File: src/rtl/vrased_rst_ctrl_if.sv
// rtl/vrased_rst_ctrl_if.sv - monitor kill inputs and reset/cause outputs of the VRASED reset controller
interface vrased_rst_ctrl_if #(
    parameter int NUM_SRC = 4
);
    logic [NUM_SRC-1:0] viol_in;
    logic               cause_clr;
    logic               sys_rst;
    logic [NUM_SRC-1:0] cause;
    logic               cause_valid;
    logic [7:0]         evt_cnt;
    logic               busy;

    modport master (
        output viol_in, cause_clr,
        input  sys_rst, cause, cause_valid, evt_cnt, busy
    );

    modport slave (
        input  viol_in, cause_clr,
        output sys_rst, cause, cause_valid, evt_cnt, busy
    );
endinterface

File: src/rtl/vrased_rst_ctrl.sv
// rtl/vrased_rst_ctrl.sv - folds monitor kill levels into a stretched core reset with sticky cause and event count
module vrased_rst_ctrl #(
    parameter int NUM_SRC = 4,
    parameter int STRETCH = 16,
    parameter int TIMEOUT = 64
) (
    input  logic               clk,
    input  logic               reset_n,
    vrased_rst_ctrl_if.slave   bus
);
    typedef enum logic [1:0] {
        IDLE     = 2'd0,
        ASSERT   = 2'd1,
        WAIT_CLR = 2'd2
    } state_t;

    localparam logic [7:0] STRETCH_M1 = 8'(STRETCH - 1);
    localparam logic [7:0] TIMEOUT_M1 = 8'(TIMEOUT - 1);

    state_t             state_q, state_d;
    logic [7:0]         cnt_q, cnt_d;
    logic [7:0]         wcnt_q, wcnt_d;
    logic [NUM_SRC-1:0] cause_q, cause_d;
    logic               cause_valid_q, cause_valid_d;
    logic [7:0]         evt_cnt_q, evt_cnt_d;
    logic               sys_rst_q, sys_rst_d;
    logic               busy_q, busy_d;
    logic [7:0]         evt_inc;

    assign evt_inc = (evt_cnt_q == 8'hFF) ? 8'hFF : evt_cnt_q + 8'd1;

    always_comb begin
        state_d       = state_q;
        cnt_d         = cnt_q;
        wcnt_d        = wcnt_q;
        cause_d       = cause_q;
        cause_valid_d = cause_valid_q;
        evt_cnt_d     = evt_cnt_q;
        case (state_q)
            IDLE: begin
                if (|bus.viol_in) begin
                    state_d       = ASSERT;
                    cnt_d         = STRETCH_M1;
                    // A clear arriving with a new violation drops only the stale bits.
                    cause_d       = bus.cause_clr ? bus.viol_in : (cause_q | bus.viol_in);
                    cause_valid_d = 1'b1;
                    evt_cnt_d     = evt_inc;
                end else if (bus.cause_clr) begin
                    cause_d       = '0;
                    cause_valid_d = 1'b0;
                end
            end
            ASSERT: begin
                cause_d = cause_q | bus.viol_in;
                if (cnt_q == 8'd0) begin
                    state_d = WAIT_CLR;
                    wcnt_d  = TIMEOUT_M1;
                end else begin
                    cnt_d = cnt_q - 8'd1;
                end
            end
            WAIT_CLR: begin
                cause_d = cause_q | bus.viol_in;
                if (bus.viol_in == '0) begin
                    state_d = IDLE;
                end else if (wcnt_q == 8'd0) begin
                    state_d   = ASSERT;
                    cnt_d     = STRETCH_M1;
                    evt_cnt_d = evt_inc;
                end else begin
                    wcnt_d = wcnt_q - 8'd1;
                end
            end
            default: state_d = IDLE;
        endcase
        sys_rst_d = (state_d == ASSERT);
        busy_d    = (state_d != IDLE);
    end

    always_ff @(posedge clk) begin
        if (!reset_n) begin
            state_q       <= IDLE;
            cnt_q         <= 8'd0;
            wcnt_q        <= 8'd0;
            cause_q       <= '0;
            cause_valid_q <= 1'b0;
            evt_cnt_q     <= 8'd0;
            sys_rst_q     <= 1'b0;
            busy_q        <= 1'b0;
        end else begin
            state_q       <= state_d;
            cnt_q         <= cnt_d;
            wcnt_q        <= wcnt_d;
            cause_q       <= cause_d;
            cause_valid_q <= cause_valid_d;
            evt_cnt_q     <= evt_cnt_d;
            sys_rst_q     <= sys_rst_d;
            busy_q        <= busy_d;
        end
    end

    assign bus.sys_rst     = sys_rst_q;
    assign bus.busy        = busy_q;
    assign bus.cause       = cause_q;
    assign bus.cause_valid = cause_valid_q;
    assign bus.evt_cnt     = evt_cnt_q;
endmodule

File: src/flat_wrapper.sv
// flat-port wrapper written by rule: the top's interface ports become plain ports
module vrased_rst_ctrl_flat 
#(
    parameter int NUM_SRC = 4,
    parameter int STRETCH = 16,
    parameter int TIMEOUT = 64
)
  (clk, reset_n, bus_viol_in, bus_cause_clr, bus_sys_rst, bus_cause, bus_cause_valid, bus_evt_cnt, bus_busy);
  vrased_rst_ctrl_if #(.NUM_SRC(NUM_SRC)) bus_i ();
  input  logic clk;
  input  logic reset_n;
  input wire logic [$bits(bus_i.viol_in)-1:0] bus_viol_in;
  input wire logic [$bits(bus_i.cause_clr)-1:0] bus_cause_clr;
  output wire logic [$bits(bus_i.sys_rst)-1:0] bus_sys_rst;
  output wire logic [$bits(bus_i.cause)-1:0] bus_cause;
  output wire logic [$bits(bus_i.cause_valid)-1:0] bus_cause_valid;
  output wire logic [$bits(bus_i.evt_cnt)-1:0] bus_evt_cnt;
  output wire logic [$bits(bus_i.busy)-1:0] bus_busy;
  assign bus_i.viol_in = bus_viol_in;
  assign bus_i.cause_clr = bus_cause_clr;
  assign bus_sys_rst = bus_i.sys_rst;
  assign bus_cause = bus_i.cause;
  assign bus_cause_valid = bus_i.cause_valid;
  assign bus_evt_cnt = bus_i.evt_cnt;
  assign bus_busy = bus_i.busy;
  vrased_rst_ctrl #(.NUM_SRC(NUM_SRC), .STRETCH(STRETCH), .TIMEOUT(TIMEOUT)) u_core (.clk(clk), .reset_n(reset_n), .bus(bus_i));
endmodule
File: config.mk
export PLATFORM = sky130hd
export DESIGN_NAME = vrased_rst_ctrl_flat
export DESIGN_NICKNAME = d
export VERILOG_FILES = /design/src/rtl/vrased_rst_ctrl_if.sv /design/src/rtl/vrased_rst_ctrl.sv /design/src/flat_wrapper.sv
export SDC_FILE = /design/constraint.sdc
export NUM_CORES = 1
export LEC_CHECK = 0
export ABC_CLOCK_PERIOD_IN_PS = 2120
export BUFFER_PORTS_ARGS = -buffer_cell sky130_fd_sc_hd__buf_2
export CORE_MARGIN = 1.5
export CORE_UTILIZATION = 49
export DETAILED_ROUTE_END_ITERATION = 16
export PLACE_DENSITY = 0.67
export SLEW_MARGIN = 20
export SYNTH_ARGS = -nofsm -noshare
export SYNTH_HDL_FRONTEND = slang
export SYNTH_SLANG_ARGS = --single-unit
File: constraint.sdc
create_clock -name clk -period 2.12 [get_ports clk]
set_input_delay 0.424 -clock clk [delete_from_list [all_inputs] [get_ports clk]]
set_output_delay 0.424 -clock clk [all_outputs]
set_load 0.1 [all_outputs]
## Yosys cells after proc, flatten, opt, wreduce, memory -nomap -nowiden

Index checks and enable logic that the tools add are counted.

| storage, ports and cells | value |
|---|---|
| logic and storage cells | 65 |
| register bits | 33 |
| input port bits | 7 |
| output and inout port bits | 15 |

| cells by class | value |
|---|---|
| reduce and logical (&&, ||, !) cells | 17 |
| bitwise operators | 1 |
| muxes and demuxes | 25 |
| eq/ne operators | 11 |
| add/subtract/negate cells | 3 |

Operators by type and width:

| operator | count |
|---|---|
| $mux W8 | 11 |
| $pmux W8 S2 | 2 |
| $pmux W8 S3 | 1 |
| $logic_not A8 Y1 | 2 |
| $sub A8 B1 Y8 const B | 2 |
| $mux W4 | 3 |
| $reduce_bool A2 Y1 | 5 |
| $add A8 B1 Y8 const B | 1 |
| $eq A8 B8 Y1 const B | 1 |
| $mux W2 | 4 |
| $pmux W4 S2 | 1 |
| $reduce_and A4 Y1 | 2 |
| $ne A2 B1 Y1 const B | 3 |
| $ne A2 B2 Y1 const B | 3 |
| $pmux W2 S3 | 1 |
| $reduce_and A5 Y1 | 1 |
| $eq A2 B1 Y1 const B | 2 |
| $logic_not A4 Y1 | 1 |
| $or A4 B4 Y4 | 1 |
| $reduce_and A2 Y1 | 2 |
| $reduce_or A4 Y1 | 1 |
| $ne A3 B2 Y1 const B | 1 |
| $reduce_bool A3 Y1 | 1 |
| $eq A2 B2 Y1 const B | 1 |
| other kinds (3) | 4 |

## Longest topological paths before layout

Gate-level depths: netlist (run 1).

| logic depth | value |
|---|---|
| word-level depth | 5 |
| gate-level depth with buffers | 8 |
| depth with buffers taken out | 7 |

## Least setup slack after synthesis (run 1)

OpenSTA, ideal clock, no wires.

| timing path | value |
|---|---|
| kind | register -> register |
| start | register u_core.evt_cnt_q[0], in the netlist u_core.bus.evt_cnt[0] |
| end | register u_core.evt_cnt_q[6], in the netlist u_core.bus.evt_cnt[6] |
| clock period less this slack | 2.153 ns |
| library setup time | 0.122 ns |
| required time | 1.998 ns |
| buffers on the path | 0 |
| data arrival time | 2.031 ns |
| path slack | -0.033 ns |
| cell stages (with the launch flop) | 6 |
| cells stage by stage | dfxtp_1 -> ha_1 -> nand2_1 -> nor2_1 -> nand4b_1 -> o311a_1 |

| between the ends | value |
|---|---|
| cells in the longest elaborated chain, start to end | 5 |

RTL lines:

| what | line | text |
|---|---|---|
| start, declared | vrased_rst_ctrl.sv:25 | `logic [7:0] evt_cnt_q, evt_cnt_d;` |
| start signal, assigned | vrased_rst_ctrl.sv:96 | `evt_cnt_q <= evt_cnt_d;` |
| $add A8 B1 Y8 or $eq A8 B8 Y1 (tied branches) | vrased_rst_ctrl.sv:30 | `assign evt_inc = (evt_cnt_q == 8'hFF) ? 8'hFF : evt_cnt_q + 8'd1;` |
| $mux W8 (*) | vrased_rst_ctrl.sv:30 |  |
| $mux W8 | vrased_rst_ctrl.sv:66 | `end else if (wcnt_q == 8'd0) begin` |
| $mux W8 | vrased_rst_ctrl.sv:64 | `if (bus.viol_in == '0) begin` |
| $pmux W8 S2 (*) | vrased_rst_ctrl.sv:39 | `case (state_q)` |

Every way passes the cells marked *; elsewhere a longest branch is shown, timed or not. The select of a mux whose other input is x is not followed.
A chain may end at the register's enable or synchronous reset.

## Worst setup path in the final report (run 1)

| timing path | value |
|---|---|
| start | register u_core.wcnt_q[0] |
| end | register u_core.cnt_q[4] |

| between the ends | value |
|---|---|
| cells in the longest elaborated chain, start to end | 3 |

RTL lines:

| what | line | text |
|---|---|---|
| start, declared | vrased_rst_ctrl.sv:22 | `logic [7:0] wcnt_q, wcnt_d;` |
| start signal, assigned | vrased_rst_ctrl.sv:93 | `wcnt_q <= wcnt_d;` |
| $logic_not A8 Y1 | vrased_rst_ctrl.sv:66 |  |
| $ne A2 B1 Y1 (no line) | - |  |
| $reduce_and A5 Y1 (no line) | - |  |
| end signal, assigned | vrased_rst_ctrl.sv:92 | `cnt_q <= cnt_d;` |
| end, declared | vrased_rst_ctrl.sv:21 | `logic [7:0] cnt_q, cnt_d;` |

Every way passes these cells.

==> impl_metrics.py, run 1 <==
metrics = {
    "run_status": {
        "status": "completed",
    },
    "cts": {
        "cts-root-buf": "clkbuf_8",
        "insertion_delay_ns": 0.28,
        "cts.sinks": 33,
        "clock_path_buffers": 2,
        "htree_levels": 2,
        "cts_tree": "done",
        "cts_made_buffers": 5,
        "clk_pin_slew_ns": 0.06,
    },
    "floorplanning": {
        "core-area_mm2": 0.003442,
        "rows": 21,
        "die_area_mm2": 0.004103,
        "start_util": 0.5307,
        "die_w_um": 64.06,
        "die_h_um": 64.06,
        "num_io_pins": 22,
    },
    "drt": {
        "drt-met1-wl_mm": 2.041,
        "routed-wl-met3_um": 207,
        "final_antenna_net_count": 0,
        "vias_per_cell": 5.986,
        "dr_total_vias": 1760,
        "wl_per_cell_um": 14.54,
        "routed_wl_mm": 4.275,
        "top_layer": "met4",
        "wl_met2_mm": 2.006,
        "drc_errors": 0,
        "firstDrtPassIters": 4,
        "drtIter0Drc": 151,
    },
    "sta": {
        "period_needed_ns": 2.088,
        "hold_violations": 0,
        "slew_headroom": 0.6104,
        "finalClockSkew_ns": 0.004756,
        "fin_crit_sh": 0.9849,
        "tightest_slew_ns": 0.5799,
        "holdWs_ns": 0.4624,
        "tns_ns": 0,
        "max_freq_mhz": 479.0,
        "final_max_slew_viol_count": 0,
        "setup_viol": 0,
        "rsz0062_at_grt": "true",
    },
    "power_and_ir_drop": {
        "power_uw": 2002,
        "powerDensity_mw_per_mm2": 915.5,
        "peakVddDrop_mv": 0.6805,
        "p_leak_uw": 0.0008780,
    },
    "run": {
        "cap_violations": 0,
    },
    "placement": {
        "hpwl_mm": 3.064,
        "gp_congestion": 0.8558,
        "post_dp_cell_area_mm2": 0.002052,
        "dp.cells": 284,
        "io_buffers": 21,
    },
    "layout": {
        "nFillCells": 296,
        "seq_area_um2": 668.1,
        "nets": 261,
        "instances_no_fill": 294,
        "drive_gt1_frac": 0.2621,
        "antennaDiodeCount": 0,
        "area_growth_pct": 19.73,
        "multi_input_area_mm2": 0.001126,
        "fin_area_mm2": 0.002187,
    },
    "global_routing": {
        "grt_antenna_before_repair": 0,
        "grt_max_degree": 18,
        "grt_overflow": 0,
        "track_usage": 0.2151,
        "grt_pass1_wl_mm": 7.065,
        "grt_pass1_vias": 1601,
    },
    "yosys": {
        "synth_top_area_cell": "dfxtp_1",
        "synth_top_cell_area_share": 0.3616,
        "synth_area_mm2": 0.001827,
        "synth_warnings": 0,
        "synth_cells": 213,
        "synth_cell_types": 53,
        "yosys-top-cells-area": "dfxtp_1 (36%), a21oi_1 (5.8%), ha_1 (4.8%)",
        "ys_ff_latch": 33,
        "syn_avg_cell_area_um2": 8.576,
        "synth_nets": 227,
        "synth_edf_count": 0,
        "ys_seq_area_frac": 0.3616,
        "synthFlopType": "dfxtp_1",
        "async_flop_share": 0,
    },
    "setup_path": {
        "path_max_fanout": 6,
        "path_class": "flop to flop",
        "critPathRequiredTime_ns": 2.33,
        "end_kind": "flop",
        "cp.arrival_ns": 2.30,
        "start_kind": "flop",
    },
    "worst_hold_path": {
        "hp-class": "input pin to flop",
    },
}
## report_power, final
part | total [µW] | switching, µW | leakage (µW) | internal [µW]
Sequential | 773 | 76.9 | 0.000273 | 697
Clock | 440 | 208 | 0.0000395 | 233
Combinational | 788 | 514 | 0.000565 | 274
## kinds of logic (layout without fill, tap and decap cells)
logic type                 count (synthesis)  in the layout  synth area share
AOI/OAI and AO/OA                         68             68            0.2527
adders and majority gates                  7              7           0.04794
DFF                                       33             33            0.3616
and+or+nand+nor                           86             86            0.2966
buffers and inverters                     19             54           0.04109
## critical path: stages, from the launching register on
cell	delay, ns
dfxtp_4	0.36
inv_2	0.06
ha_4	0.13
or3b_4	0.40
nor4b_4	0.31
o21ai_2	0.15
or4_4	0.49
a21oi_2	0.12
## per-layer routing
| metal | global-route usage | vias up |
|---|---|---|
| li1 | - | 876 |
| met1 | 0.2931 | 838 |
| met2 | 0.3333 | 44 |
| met3 | 0.05986 | 2 |
| met4 | 0.05707 | 0 |
| met5 | 0 | - |
## through the flow
stage               worst slack, ns  utilization
floorplan                    0.1163            -
global placement             0.1183       0.5961
detailed placement          0.01586       0.5961
CTS                        0.001080       0.6194
global route               -0.08241       0.6354
finish                      0.03212       0.6354
## state kept, by name, summed over array words and instances, names as in the netlist
signal / flops
u_core.bus.busy: 1
u_core.bus.cause: 4
u_core.bus.cause_valid: 1
u_core.bus.evt_cnt: 8
u_core.bus.sys_rst: 1
u_core.cnt_q: 8
u_core.state_q: 2
u_core.wcnt_q: 8
## synthesized netlist by cell type, types with 3 or more instances
library cell and n:
nor3_1 10, or4_1 3, nor2b_1 6, dfxtp_1 33
nand2_1 10, nand4_1 4, ha_1 7, nor4_4 3
buf_2 3, nor3b_1 5, nor2_1 18, and3_1 3
nand3_1 6, inv_1 10, clkbuf_1 6, o22ai_1 4
or3_1 4, o21ai_0 13, a311oi_1 3, a21oi_1 21
## final cells by class
cell class / instances / area share
multi-input combinational: 161 / 0.5149
sequential: 33 / 0.3055
timing repair buffer: 36 / 0.09954
clock buffer: 8 / 0.03661
tap: 46 / 0.02632
inverter: 10 / 0.01716
## path summary, 6_finish.rpt
| check | startpoint | endpoint | slack [ns] | depth (start not counted) |
|---|---|---|---|---|
| worst max-delay path | u_core.wcnt_q[0]$_SDFFE_PN0P_ | u_core.cnt_q[4]$_SDFFE_PN0P_ | 0.03 | 7 |
| worst min-delay path | reset_n | u_core.state_q[0]$_SDFF_PN0_ | 0.46 | 3 |
| worst max register to register | u_core.wcnt_q[0]$_SDFFE_PN0P_ | u_core.cnt_q[4]$_SDFFE_PN0P_ | 0.03 | 7 |
| worst min register to register | u_core.wcnt_q[0]$_SDFFE_PN0P_ | u_core.wcnt_q[0]$_SDFFE_PN0P_ | 0.47 | 1 |
## layout by cell type, fill, tap and decap left out, types with 3 or more instances in the layout
| master | netlist | layout |
|---|---|---|
| a21oi_1 | 21 | 19 |
| a311oi_1 | 3 | 3 |
| and3_1 | 3 | 3 |
| buf_2 | 3 | 21 |
| buf_4 | 0 | 15 |
| clkbuf_1 | 6 | 3 |
| clkbuf_8 | 0 | 5 |
| dfxtp_1 | 33 | 29 |
| dfxtp_2 | 0 | 3 |
| ha_1 | 7 | 6 |
| inv_1 | 10 | 8 |
| nand2_1 | 10 | 10 |
| nand3_1 | 6 | 6 |
| nand4_1 | 4 | 4 |
| nor2_1 | 18 | 18 |
| nor2b_1 | 6 | 6 |
| nor3_1 | 10 | 10 |
| nor3b_1 | 5 | 4 |
| nor4_4 | 3 | 3 |
| o21ai_0 | 13 | 12 |
| o22ai_1 | 4 | 4 |
| or3_1 | 4 | 4 |
## repair_timing
action                                  CTS  global route
buffers inserted                          0             2
endpoints found under the setup margin    0            22
gates resized for setup                   0            14
hold buffers                              0             0
Note: power is estimated with default switching activity, not from simulation.
==> run 2: changes to the inputs <==
--- a/config.mk
+++ b/config.mk
@@ -5,12 +5,12 @@
 export SDC_FILE = /design/constraint.sdc
 export NUM_CORES = 1
 export LEC_CHECK = 0
-export ABC_CLOCK_PERIOD_IN_PS = 2120
+export ABC_AREA = 1
 export BUFFER_PORTS_ARGS = -buffer_cell sky130_fd_sc_hd__buf_2
 export CORE_MARGIN = 1.5
 export CORE_UTILIZATION = 49
 export DETAILED_ROUTE_END_ITERATION = 16
-export PLACE_DENSITY = 0.67
+export PLACE_DENSITY = 0.66
 export SLEW_MARGIN = 20
 export SYNTH_ARGS = -nofsm -noshare
 export SYNTH_HDL_FRONTEND = slang
==> run 2 against run 1 <==
Compared with the run above:
- non-clock buffer count shrank 13
- largest cell class unchanged
- cell area up 6.3%
- die area rose by 13%
- clock power is 6.1% higher
- clock-buffer cell count decreased by 3
- largest power group unchanged
- critical path depth grew 3
==> impl_metrics.py, run 2 <==
metrics = {
    "run_status": {
        "status": "completed",
    },
    "yosys": {
        "ys_seq_area_frac": 0.3188,
        "synth_edf_count": 0,
        "yosys-top-cells-area": "dfxtp_1 (32%), nand2_1 (17%), inv_1 (6.7%)",
        "synth_warnings": 0,
        "synth_cell_types": 30,
        "async_flop_share": 0,
        "ys_ff_latch": 33,
        "synth_top_area_cell": "dfxtp_1",
        "synth_top_cell_area_share": 0.3188,
        "synth_cells": 315,
        "synthMostInstantiatedCell": "nand2_1",
        "synthFlopType": "dfxtp_1",
        "synth_common_cells": "nand2_1 (95), inv_1 (37), dfxtp_1 (33)",
        "syn_avg_cell_area_um2": 6.578,
        "synth_nets": 329,
        "synth_area_mm2": 0.002072,
    },
    "setup_path": {
        "worstPathCellList": "inv_1, ha_1, inv_1, nand2_1, nand3_1, nand2_1, inv_1, nand3_4, o21ai_0, nor2_1",
        "r2r-end": "u_core.cnt_q[1]$_SDFFE_PN0P_",
        "slowest_delay_ns": 0.38,
        "critPathRequiredTime_ns": 2.30,
        "slowest_stage": "dfxtp_1",
        "start_kind": "flop",
        "critPathMostFrequentCell": "inv_1",
        "path_max_fanout": 9,
        "cp.arrival_ns": 1.87,
        "reg2reg_slack_ns": 0.43,
        "cp_num_buf_inv": 3,
        "path_class": "flop to flop",
        "r2r_cells": 10,
        "path_delay_family": "flip-flops",
        "r2r-start": "u_core.state_q[0]$_SDFF_PN0_",
        "end_kind": "flop",
    },
    "power_and_ir_drop": {
        "p_switching_uw": 947.2,
        "clock_power_share": 0.221,
        "switching_share": 0.4495,
        "powerDensity_mw_per_mm2": 906.4,
        "p_comb_frac": 0.416,
        "power_frac_seq": 0.363,
        "p_int_uw": 1160,
        "peakVddDrop_mv": 0.7785,
        "p_leak_uw": 0.001111,
    },
    "floorplanning": {
        "die_h_um": 68.03,
        "num_io_pins": 22,
        "start_util": 0.5143,
        "die_w_um": 68.03,
        "core-area_mm2": 0.004029,
        "die_area_mm2": 0.004627,
        "rows": 23,
    },
    "run": {
        "cap_violations": 0,
    },
    "cts": {
        "htree_levels": 2,
        "clock_path_buffers": 2,
        "cts-root-buf": "clkbuf_8",
        "postCtsResizedCells": 0,
        "cts.sinks": 33,
        "clk_pin_slew_ns": 0.08,
        "cts_tree": "done",
        "insertion_delay_ns": 0.29,
        "cts_made_buffers": 5,
        "hold_buffers": 0,
        "postCtsSetupBuffers": 0,
    },
    "sta": {
        "rsz0062_at_grt": "false",
        "finalClockSkew_ns": 0.01003,
        "period_needed_ns": 1.693,
        "max_freq_mhz": 590.5,
        "hold_violations": 0,
        "tightest_slew_ns": 0.4858,
        "setup_viol": 0,
        "tns_ns": 0,
        "fin_crit_sh": 0.7988,
        "slew_headroom": 0.6758,
        "final_max_slew_viol_count": 0,
    },
    "global_routing": {
        "grt-busiest-layer": "met2",
        "grt_max_degree": 15,
        "grt_use_met2": 0.3301,
        "grt_pass1_vias": 1693,
        "use_met1": 0.2657,
        "grt_pass1_wl_mm": 7.293,
        "use_met3": 0.05592,
        "track_usage": 0.2068,
        "grt_antenna_before_repair": 0,
        "grt_overflow": 0,
    },
    "placement": {
        "hpwl_mm": 3.151,
        "io_buffers": 21,
        "gp_congestion": 0.8394,
    },
    "drt": {
        "firstDrtPassIters": 4,
        "routed_wl_mm": 4.285,
        "wl_per_cell_um": 10.90,
        "drtIter0Drc": 90,
        "final_antenna_net_count": 0,
        "vias_per_cell": 4.972,
        "drc_errors": 0,
        "dr_total_vias": 1954,
    },
    "layout": {
        "drive_gt1_frac": 0.1778,
        "area_growth_pct": 12.20,
        "antennaDiodeCount": 0,
        "final_common_cell": "nand2_1",
        "finish.utilization": 0.5770,
        "final_cell_mix": "nand2_1 (95), inv_1 (37), nor2_1 (31), dfxtp_1 (31), a21oi_1 (27)",
        "nets": 356,
    },
    "worst_hold_path": {
        "min_path_cells": 3,
        "min_delay_worst_endpoint": "u_core.bus.cause[1]$_SDFFE_PN0P_",
        "hp-class": "input pin to flop",
        "hold_start": "bus_viol_in[1]",
    },
}
==> run 2: cell types whose count changed after synthesis, moves of 5 or more <==
| cell | change |
|---|---|
| o21ai_0 | +6 |
| nor3_1 | -7 |
| nand2_1 | +85 |
| nor2_1 | +13 |
| nand3_1 | +14 |
| nor2_2 | +6 |
| nor2b_1 | -6 |
| a21oi_1 | +6 |
| nand2_4 | +5 |
| inv_1 | +27 |
==> run 2: layout make-up <==
| class | count | area [µm²] |
|---|---|---|
| clock buffers | 5 | 68.82 |
| clock inverters | 3 | 17.52 |
| fillers | 403 | 1704 |
| inverters | 42 | 168.9 |
| multi-input cells | 237 | 1224 |
| flip-flops and latches | 33 | 663.1 |
| well taps | 50 | 62.56 |
| repair buffers | 23 | 120.1 |
==> run 2: logic make-up (layout without fill, tap and decap cells) <==
kind of cell | Yosys count | count (layout) | share of synthesized area
adder cells (fa/ha/maj) | 7 | 7 | 0.04227
AND/OR/NAND/NOR | 178 | 178 | 0.4173
buffers and inverters | 45 | 73 | 0.09058
flip-flops | 33 | 33 | 0.3188
XOR/XNOR | 1 | 1 | 0.004228
AO/OA/AOI/OAI | 51 | 51 | 0.1268
==> run 2: through the flow <==
step | setup WS (ns) | power, µW | hold WS, ns | instance area [µm²] | instances
after floorplan | 0.1886 | 1505 | 0.4585 | 2074 | 315
after global placement | 0.4330 | 1653 | 0.4488 | 2238 | 385
after detailed placement | 0.3992 | 1655 | 0.4556 | 2238 | 385
after CTS | 0.3901 | 2129 | 0.4168 | 2325 | 393
after global routing | 0.2513 | 2253 | 0.4316 | 2325 | 393
final | 0.4265 | 2107 | 0.4177 | 2325 | 393
==> run 2: layer usage <==
metal,wire (µm),share of wire,vias to the layer above
li1,-,-,1053
met1,2090,0.49,866
met2,1956,0.46,29
met3,173,0.040,6
met4,65,0.015,0
met5,0,0,-
==> run 2: worst register-to-register path, stage by stage (launching register included) <==
cell	delay, ns
dfxtp_1	0.38
inv_1	0.09
ha_1	0.25
inv_1	0.14
nand2_1	0.07
nand3_1	0.06
nand2_1	0.05
inv_1	0.14
nand3_4	0.15
o21ai_0	0.19
nor2_1	0.05
==> run 2: power by group through the flow <==
| stage | combinational (µW) | sequential (µW) | clock, µW |
|---|---|---|---|
| 4_1_cts | 882 | 765 | 482 |
| 2_1_floorplan | 517 | 989 | 0 |
| 3_3_place_gp | 875 | 778 | 0 |
| 3_5_place_dp | 878 | 777 | 0 |
| 6_report | 876 | 765 | 467 |
| 5_1_grt | 972 | 776 | 505 |
==> run 2: how the worst max path moves through the flow <==
| stage | start | depth (start not counted) | endpoint | slack, ns |
|---|---|---|---|---|
| 5_1_grt | u_core.state_q[0]$_SDFF_PN0_ | 10 | u_core.cnt_q[1]$_SDFFE_PN0P_ | 0.25 |
| 6_report | u_core.state_q[0]$_SDFF_PN0_ | 10 | u_core.cnt_q[1]$_SDFFE_PN0P_ | 0.43 |
| 2_1_floorplan | u_core.bus.evt_cnt[3]$_SDFFE_PN0P_ | 6 | u_core.bus.evt_cnt[5]$_SDFFE_PN0P_ | 0.19 |
| 4_1_cts | u_core.state_q[0]$_SDFF_PN0_ | 10 | u_core.cnt_q[1]$_SDFFE_PN0P_ | 0.39 |
| 3_3_place_gp | u_core.state_q[0]$_SDFF_PN0_ | 10 | u_core.cnt_q[1]$_SDFFE_PN0P_ | 0.43 |
| 3_5_place_dp | u_core.state_q[0]$_SDFF_PN0_ | 10 | u_core.cnt_q[1]$_SDFFE_PN0P_ | 0.40 |
==> run 3: changes to the inputs <==
--- a/config.mk
+++ b/config.mk
@@ -10,7 +10,7 @@
 export CORE_MARGIN = 1.5
 export CORE_UTILIZATION = 49
 export DETAILED_ROUTE_END_ITERATION = 16
-export PLACE_DENSITY = 0.66
+export PLACE_DENSITY = 0.69
 export SLEW_MARGIN = 20
 export SYNTH_ARGS = -nofsm -noshare
 export SYNTH_HDL_FRONTEND = slang
==> constraint.sdc (replaced) <==
create_clock -name clk -period 1.55 [get_ports clk]
set_input_delay 0.31 -clock clk [delete_from_list [all_inputs] [get_ports clk]]
set_output_delay 0.31 -clock clk [all_outputs]
set_load 0.1 [all_outputs]
==> run 3 against run 2 <==
Compared with the run above:
- via count rose by 5.7%
- combinational power rose by 54%
- register-to-register slack got worse by 0.33 ns
- total power rose by 43%
- non-clock buffer count rose by 14
- cell area rose by 8.0%
- worst setup slack got worse by 0.33 ns
- fmax rose by 17%
- wire length rose by 5.0%
- largest power group unchanged
- highest routed layer unchanged
==> impl_metrics.py, run 3 (same netlist as run 2, synthesis figures left out) <==
metrics = {
    "run_status": {
        "status": "completed",
    },
    "drt": {
        "wl_per_cell_um": 11.05,
        "drtIter0Drc": 81,
        "firstDrtPassIters": 6,
        "final_antenna_net_count": 0,
        "vias_per_cell": 5.074,
        "routed_wl_mm": 4.498,
        "drc_errors": 0,
        "dr_total_vias": 2065,
    },
    "setup_path": {
        "path_class": "flop to flop",
        "worstPathCellList": "inv_1, ha_2, buf_6, nand2_1, nand2_2, nand2_8, clkinv_4, o21ai_1, a21oi_1",
        "start_kind": "flop",
        "path_max_fanout": 9,
        "end_kind": "flop",
        "r2r-start": "u_core.state_q[0]$_SDFF_PN0_",
        "slowest_stage": "dfxtp_2",
        "r2r-end": "u_core.bus.evt_cnt[2]$_SDFFE_PN0P_",
        "slowest_delay_ns": 0.32,
        "r2r_cells": 9,
        "cp.arrival_ns": 1.67,
        "reg2reg_slack_ns": 0.1,
        "critPathRequiredTime_ns": 1.76,
    },
    "floorplanning": {
        "die_w_um": 68.03,
        "rows": 23,
        "die_h_um": 68.03,
        "num_io_pins": 22,
        "die_area_mm2": 0.004627,
        "start_util": 0.5143,
        "core-area_mm2": 0.004029,
    },
    "worst_hold_path": {
        "hold_start": "bus_viol_in[3]",
        "min_path_cells": 3,
        "min_delay_worst_endpoint": "u_core.bus.cause[3]$_SDFFE_PN0P_",
        "hp-class": "input pin to flop",
    },
    "cts": {
        "cts-root-buf": "clkbuf_8",
        "clock_path_buffers": 2,
        "hold_buffers": 0,
        "postCtsSetupBuffers": 0,
        "insertion_delay_ns": 0.29,
        "clk_pin_slew_ns": 0.07,
        "htree_levels": 2,
        "cts_made_buffers": 5,
        "cts.sinks": 33,
        "cts_tree": "done",
    },
    "sta": {
        "final_max_slew_viol_count": 0,
        "hold_violations": 0,
        "worst_slack_ns": 0.09885,
        "slew_headroom": 0.6780,
        "max_freq_mhz": 689.1,
        "rsz0062_at_grt": "true",
        "finalClockSkew_ns": 0.004314,
        "period_needed_ns": 1.451,
        "setup_viol": 0,
        "tightest_slew_ns": 0.4864,
        "fin_crit_sh": 0.9362,
    },
    "layout": {
        "finish.utilization": 0.6230,
        "area_growth_pct": 21.14,
        "nets": 370,
        "antennaDiodeCount": 0,
        "drive_gt1_frac": 0.2689,
        "final_common_cell": "nand2_1",
        "final_cell_mix": "nand2_1 (91), inv_1 (35), nor2_1 (30)",
        "nFillCells": 390,
    },
    "global_routing": {
        "grt_overflow": 0,
        "grt_antenna_before_repair": 0,
        "grt_pass1_vias": 1785,
        "grt_pass1_wl_mm": 7.617,
        "grt_max_degree": 16,
        "track_usage": 0.2151,
    },
    "run": {
        "cap_violations": 0,
    },
    "power_and_ir_drop": {
        "powerDensity_mw_per_mm2": 1198,
        "peakVddDrop_mv": 0.8344,
        "p_leak_uw": 0.001195,
    },
    "placement": {
        "post-place-ws_ns": -0.01351,
        "gp_congestion": 0.9084,
        "io_buffers": 21,
        "hpwl_mm": 3.313,
    },
}
[run 3: worst max path at each step]
stage / start / to / slack (ns)
floorplan: u_core.bus.evt_cnt[3]$_SDFFE_PN0P_ / u_core.bus.evt_cnt[5]$_SDFFE_PN0P_ / 0.02
global placement: u_core.state_q[1]$_SDFF_PN0_ / u_core.cnt_q[1]$_SDFFE_PN0P_ / 0.004
detailed placement: u_core.state_q[1]$_SDFF_PN0_ / u_core.cnt_q[1]$_SDFFE_PN0P_ / -0.01
CTS: u_core.state_q[1]$_SDFF_PN0_ / u_core.cnt_q[1]$_SDFFE_PN0P_ / 0.03
global route: u_core.state_q[0]$_SDFF_PN0_ / u_core.wcnt_q[5]$_SDFFE_PN0P_ / -0.01
finish: u_core.state_q[0]$_SDFF_PN0_ / u_core.bus.evt_cnt[2]$_SDFFE_PN0P_ / 0.1
[run 3: cell type report]
| class | instances | area (µm²) | area share |
|---|---|---|---|
| clock buffers | 6 | 72.57 | 0.02891 |
| clock inverters | 2 | 10.01 | 0.003988 |
| inverters | 42 | 168.9 | 0.06730 |
| multi-input cells | 237 | 1276 | 0.5085 |
| flip-flops and latches | 33 | 678.2 | 0.2702 |
| well taps | 50 | 62.56 | 0.02493 |
| repair buffers | 37 | 241.5 | 0.09621 |
[run 3: report_power, final]
part           internal [µW]  total (µW)  switching (µW)
registers                960        1040            80.4
logic                    412        1350             935
clock network            311         620             309
total                   1680        3010            1320
[run 3: stage by stage]
step | setup TNS, ns | instances | cell area (µm²) | total power, µW | hold slack [ns]
after detailed placement | -0.01351 | 399 | 2371 | 2354 | 0.4479
after CTS | 0 | 407 | 2454 | 2991 | 0.3109
after global placement | 0 | 399 | 2371 | 2343 | 0.4389
final | 0 | 407 | 2510 | 3008 | 0.3167
after global routing | -0.02111 | 407 | 2510 | 3208 | 0.3296
after floorplan | 0 | 315 | 2090 | 2063 | 0.4305
[run 3: per-layer routing]
layer,share of wire,global-route usage
met1,0.49,0.2807
met2,0.46,0.3434
met3,0.035,0.04934
met4,0.023,0.08250
met5,0,0
[run 3: repair_timing]
action,4_1_cts,5_1_grt
gates resized for setup,1,21
pin swaps,0,3
setup endpoints to repair,1,31
cloned,0,0
[run 3: worst max-delay path: cells and delay by family, from the launching register on]
kind            cells  cell delay, ns
buf+inv             3            0.32
flops               1            0.32
simple gates        3            0.34
fa+ha+maj           1            0.21
compound gates      2            0.19
